### src/rtl/input_route_unit.sv
// ============================================================================
// Module  : input_route_unit (with NoC field package params_noc)
// Brief   : Router input stage: pops a FWFT buffer, registers one flit, tracks
//           packet framing and latches a dimension-ordered route on each head.
//           Define ROUTE_YX_EN for YX dimension order (default is XY).
// Revision: 1.0 - initial release
// ============================================================================
`default_nettype none

package params_noc;
    localparam int FLIT_W    = 32;
    localparam int X_W       = 4;
    localparam int Y_W       = 4;
    localparam int PAYLOAD_W = FLIT_W - 2 - X_W - Y_W;

    typedef enum logic [1:0] {
        FLIT_HEAD     = 2'd0,
        FLIT_BODY     = 2'd1,
        FLIT_TAIL     = 2'd2,
        FLIT_HEADTAIL = 2'd3
    } flit_type_t;

    typedef struct packed {
        flit_type_t             flit_type;
        logic [X_W-1:0]         x_Dest;
        logic [Y_W-1:0]         y_Dest;
        logic [PAYLOAD_W-1:0]   payload;
    } flit_Data_noVC;

    localparam logic [2:0] PORT_LOCAL = 3'd0;
    localparam logic [2:0] PORT_NORTH = 3'd1;
    localparam logic [2:0] PORT_SOUTH = 3'd2;
    localparam logic [2:0] PORT_EAST  = 3'd3;
    localparam logic [2:0] PORT_WEST  = 3'd4;
endpackage

module input_route_unit
    import params_noc::*;
#(
    parameter logic [X_W-1:0] X_CURRENT = '0,
    parameter logic [Y_W-1:0] Y_CURRENT = '0
) (
    input  logic           clk,
    input  logic           rst_n,
    input  logic           buf_empty,
    input  flit_Data_noVC  flit_i,
    output logic           read_o,
    output flit_Data_noVC  flit_o,
    output logic           valid_o,
    output logic [2:0]     out_port_o,
    input  logic           grant_i,
    output logic           err_o
);

    typedef enum logic {
        ST_IDLE   = 1'b0,
        ST_ACTIVE = 1'b1
    } state_t;

    state_t         state_q, state_d;
    flit_Data_noVC  flit_q, flit_d;
    logic           valid_q, valid_d;
    logic [2:0]     port_q, port_d;
    logic           err_q, err_d;
    logic           load;
    logic           is_head;

    // Mesh routing: plain unsigned compares, no wrap-around.
    function automatic logic [2:0] route_f(input logic [X_W-1:0] xd,
                                           input logic [Y_W-1:0] yd);
        logic [2:0] p;
`ifdef ROUTE_YX_EN
        if (yd > Y_CURRENT)       p = PORT_SOUTH;
        else if (yd < Y_CURRENT)  p = PORT_NORTH;
        else if (xd > X_CURRENT)  p = PORT_EAST;
        else if (xd < X_CURRENT)  p = PORT_WEST;
        else                      p = PORT_LOCAL;
`else
        if (xd > X_CURRENT)       p = PORT_EAST;
        else if (xd < X_CURRENT)  p = PORT_WEST;
        else if (yd > Y_CURRENT)  p = PORT_SOUTH;
        else if (yd < Y_CURRENT)  p = PORT_NORTH;
        else                      p = PORT_LOCAL;
`endif
        return p;
    endfunction

    // The output slot is free when empty or being drained by the switch.
    assign load    = !buf_empty && (!valid_q || grant_i);
    assign read_o  = load && rst_n;
    assign is_head = (flit_i.flit_type == FLIT_HEAD) ||
                     (flit_i.flit_type == FLIT_HEADTAIL);

    always_comb begin
        state_d = state_q;
        flit_d  = flit_q;
        valid_d = valid_q;
        port_d  = port_q;
        err_d   = 1'b0;

        if (load) begin
            if (is_head) begin
                // A head while a packet is open abandons the old packet.
                err_d   = (state_q == ST_ACTIVE);
                port_d  = route_f(flit_i.x_Dest, flit_i.y_Dest);
                flit_d  = flit_i;
                valid_d = 1'b1;
                state_d = (flit_i.flit_type == FLIT_HEAD) ? ST_ACTIVE : ST_IDLE;
            end else if (state_q == ST_IDLE) begin
                // Orphan body/tail: drop it so the buffer cannot stall.
                err_d   = 1'b1;
                valid_d = 1'b0;
            end else begin
                flit_d  = flit_i;
                valid_d = 1'b1;
                state_d = (flit_i.flit_type == FLIT_TAIL) ? ST_IDLE : ST_ACTIVE;
            end
        end else if (grant_i) begin
            valid_d = 1'b0;
        end
    end

    always_ff @(posedge clk or negedge rst_n) begin
        if (!rst_n) begin
            state_q <= ST_IDLE;
            flit_q  <= '0;
            valid_q <= 1'b0;
            port_q  <= PORT_LOCAL;
            err_q   <= 1'b0;
        end else begin
            state_q <= state_d;
            flit_q  <= flit_d;
            valid_q <= valid_d;
            port_q  <= port_d;
            err_q   <= err_d;
        end
    end

    assign flit_o     = flit_q;
    assign valid_o    = valid_q;
    assign out_port_o = port_q;
    assign err_o      = err_q;

endmodule

`default_nettype wire
### config.mk
export PLATFORM = sky130hd
export DESIGN_NAME = input_route_unit
export DESIGN_NICKNAME = d
export VERILOG_FILES = /design/src/rtl/input_route_unit.sv
export SDC_FILE = /design/constraint.sdc
export NUM_CORES = 1
export LEC_CHECK = 0
export ABC_AREA = 1
export CAP_MARGIN = 10
export CORE_ASPECT_RATIO = 0.6
export CORE_MARGIN = 8
export CORE_UTILIZATION = 42
export CTS_BUF_LIST = sky130_fd_sc_hd__clkbuf_16
export CTS_CLUSTER_SIZE = 24
export DETAILED_ROUTE_END_ITERATION = 6
export PLACE_DENSITY = 0.9
export SLEW_MARGIN = 20
export SYNTH_ARGS = -nofsm -noshare
export SYNTH_HDL_FRONTEND = slang
export SYNTH_SLANG_ARGS = --single-unit
### constraint.sdc
create_clock -name clk -period 1.26 [get_ports clk]
set_input_delay 0.189 -clock clk [delete_from_list [all_inputs] [get_ports clk]]
set_output_delay 0.189 -clock clk [all_outputs]
set_load 0.02 [all_outputs]
==> flow_results.org <==
** Worst setup path
- In this run the register-to-register setup slack is -30 ps.
- Launch point of the critical path :: valid_o$_DFFE_PN0P_
- Worst r2r path cells :: 7
- STA classifies the critical path startpoint as a register.
- Peak fanout along the critical path :: 2
- Count of buffering cells on the critical path with inverters included :: 1
- By startpoint and endpoint, the worst setup path is classified as reg2out.
- Total number of cells along the worst setup path :: 4
- Required time worst endpoint :: 1070 ps
- Top delay family on crit path :: flip-flops
- Series of cell instances along the critical path :: nand2_1, nand2_2, nor2_4, buf_6
- Critical-path cell with the highest stage delay :: dfrtp_1
- Terminus of the critical flop-to-flop path :: out_port_o[1]$_DFFE_PN0P_
- Critical path's largest stage delay :: 390 ps
- Endpoint kind of the worst setup timing path :: output pin
- Endpoint of the worst setup timing path :: read_o
- STA puts the critical path data arrival time at 1140 ps.
- Origin of the critical flop-to-flop path :: valid_o$_DFFE_PN0P_

** Finish
- Fraction of the core area covered by cells at the end of the flow :: 0.7244
- The finished cells cover 2888 um^2.
- The count of cells in the finished layout, fillers not included, comes to 340.
- Of the cells placed in the final design, the portion with a size suffix greater than 1 is 0.2793.
- # diodes :: 0
- From synthesis to final layout, the design area changed by 70.71%.
- The net count of the finished layout is 327.

** Place
- HPWL after DPL :: 3467 um
- After detailed placement, the total cell area comes to roughly 2500 um^2.
- Quantity of I/O buffers inserted on ports :: 72
- Post-place setup slack :: -687.3 ps
- Including well taps, the total number of placed cells is 320.
- Final weighted congestion in routability-driven placement :: 0.7581

** STA
- In the finished design, the share of the clock period the worst path needs comes to 1.051.
- Final setup violation count :: 14
- For the finished layout, the period the worst path requires is roughly 1300 ps.
- Worst clock skew :: 4.135 ps
- The count of pins over their slew limit is 0.
- Worst hold slack after final layout :: -12.05 ps
- The hold violation count in the final report was 26.
- Timing would allow up to 755.0 MHz.
- Worst Slack Setup Final :: -64.52 ps
- Setup repair after global routing could not meet its margin everywhere.

** Drt
- After detailed routing, the number of vias per cell comes to 4.732.
- Detailed Route Iter0 Violations :: 55
- After detailed routing, the total wire length is roughly 5500 um.
- 1st-pass router iterations :: 4
- Wirelength per Cell :: 16.16 um
- For this block, the via count after detailed routing is 1609.
- Final antenna-violating net count :: 0
- For this run, design rule violations remaining after detail routing come to 0.

** Floorplanning
- # rows :: 18
- The die covers around 6400 um^2.
- Die height :: 65.16 um
- Initial Utilization :: 0.4244
- IO Count :: 74
- The die is 97.93 um wide.
- The core region is 3986 um^2.

** Clock network
- CTS placed an instance of clkbuf_16 at the clock tree root.
- Hold bufs inserted after CTS :: 0
- Clock tree synthesis inserted a total of 5 buffers.
- TritonCTS built the clock tree.
- Counting every sink on the clock net gives 37.
- Insertion delay of the later-clocked pin in the worst-skew pair :: 280 ps
- H-tree level count :: 2
- After clock tree synthesis, the clock-pin slew on the worst setup and hold paths is 50 ps.
- The longest clock path from root to sink contains 2 buffers.

** Global route
- Number of antenna violations at the first check in global routing :: 0
- Entering global routing, the biggest net connects 38 pins.
- Total overflow reported by the global router :: 0
- Global-route wire length before repair :: 8721 um
- Number of global-route vias before repair :: 1694
- Total global-route track usage :: 0.1781

** Outcome
- The checks that failed: negative hold slack, negative setup slack.
- The flow ran to the end, but the final reports show violations.

** Synth
- Syn Area/Cell :: 8.811 um^2
- Net count after synthesis :: 230
- Number of unique standard cell types used by synthesis :: 18
- Gate count of the mapped netlist :: ~190
- Warning count from the yosys run :: 0
- Total standard cell area after synthesis :: 1692 um^2
- Synthesis inferred 37 register bits.
- Proportion of synthesized chip area in sequential cells :: 0.5473

** Job
- Across the run, the number of max-cap violations was 0.

** Pwr
- Power per Cell Area :: 1639 nW/um^2
- The worst-case IR drop observed on VDD is ~1.2 mV.
- Summed over all cells, the static leakage comes to 1.516 nW.

** Min path
- Classification of the worst-slack hold path :: in2async
## through the flow
stage	setup TNS [ps]	total power (W)	hold WS (ps)
CTS	-3409	0.004657	2.851
global route	-1874	0.004984	34.72
finish	-179.2	0.004733	-12.05
floorplan	0	0.002570	-106.6
global placement	-21800	0.003444	308.9
detailed placement	-23640	0.003499	308.9
## worst min-delay path by stage
stage                from                      to  slack, ps  depth (start not counted)
global placement    rst_n  flit_o[20]$_DFFE_PN0P_        310                          2
CTS                 rst_n  flit_o[14]$_DFFE_PN0P_          3                          2
global route        rst_n  flit_o[14]$_DFFE_PN0P_         30                          2
floorplan           rst_n         err_o$_DFF_PN0_       -110                          0
detailed placement  rst_n  flit_o[14]$_DFFE_PN0P_        310                          2
finish              rst_n  flit_o[14]$_DFFE_PN0P_        -10                          2
## synth_stat cells
master / count / area share
nand3_1: 32 / 0.095
ha_1: 2 / 0.015
conb_1: 1 / 0.0022
nand2_8: 1 / 0.012
nand3b_1: 1 / 0.0044
nand2_1: 75 / 0.17
inv_1: 14 / 0.031
a21oi_1: 1 / 0.0030
buf_4: 2 / 0.0089
or2_1: 1 / 0.0037
nand2_2: 10 / 0.037
nor2_1: 4 / 0.0089
buf_12: 1 / 0.012
dfrtp_1: 37 / 0.55
buf_2: 3 / 0.0089
inv_2: 1 / 0.0022
buf_6: 5 / 0.033
a21oi_4: 1 / 0.0096
## registers in the layout, indices dropped and copies added (netlist names)
| name | cells |
|---|---|
| valid_o | 1 |
| err_o | 1 |
| out_port_o | 2 |
| flit_o | 32 |
| state_q | 1 |
## layout by cell type (no fill, tap or decap)
master           synthesis  final
nand2_1                 75     53
dfrtp_1                 37     37
dlygate4sd2_1            0     36
nand2_2                 10     31
clkdlybuf4s50_1          0     31
nand3_1                 32     30
inv_1                   14     15
buf_4                    2     14
buf_6                    5      6
nand2_8                  1      5
clkbuf_16                0      5
buf_12                   1      4
inv_2                    1      3
nor2_1                   4      3
buf_2                    3      3
nand3_2                  0      2
clkbuf_2                 0      2
nor2_4                   0      1
or2_4                    0      1
a21oi_1                  1      1
a21oi_4                  1      1
nand2_4                  0      1
nand3b_1                 1      1
ha_4                     0      1
ha_1                     2      1
conb_1                   1      1
buf_16                   0      1
## cell type report
cell class	instances	area [um^2]
fillers	314	1099
repair buffers	97	930.9
flip-flops and latches	37	925.9
multi-input cells	133	775.7
clock buffers	5	125.1
well taps	50	62.56
inverters	15	56.30
clock inverters	3	11.26
## where the power goes
part	internal, W	switching (W)
registers	0.00150	0.000202
logic	0.000802	0.00108
clock network	0.000710	0.000447
total	0.00301	0.00173
## worst register-to-register path, cell delays in order (launching register included)
cell and delay (ps):
dfrtp_1 390, buf_6 130, a21oi_4 220, buf_4 160, buf_6 110, nand2_2 50, nand2_1 60, nand2_1 60
## timing repair
action,in CTS,in global routing
gates resized for setup,69,25
cloned,6,0
setup buffers,6,2
pin swaps,8,10
endpoints found under the setup margin,73,38
## cell families after synthesis
| group | synth area share |
|---|---|
| other | 0.002217 |
| adders and majority gates | 0.01479 |
| DFF | 0.5473 |
| AOI/OAI and AO/OA | 0.01257 |
| and+or+nand+nor | 0.3269 |
| buffers and inverters | 0.09614 |
## per-layer routing
metal	part of all wire	GRT usage	vias to the layer above
li1	-	-	795
met1	0.45	0.2175	753
met2	0.46	0.2886	51
met3	0.068	0.06533	10
met4	0.016	0.05973	0
met5	0	0	-
(Power assumes the default switching activity.)
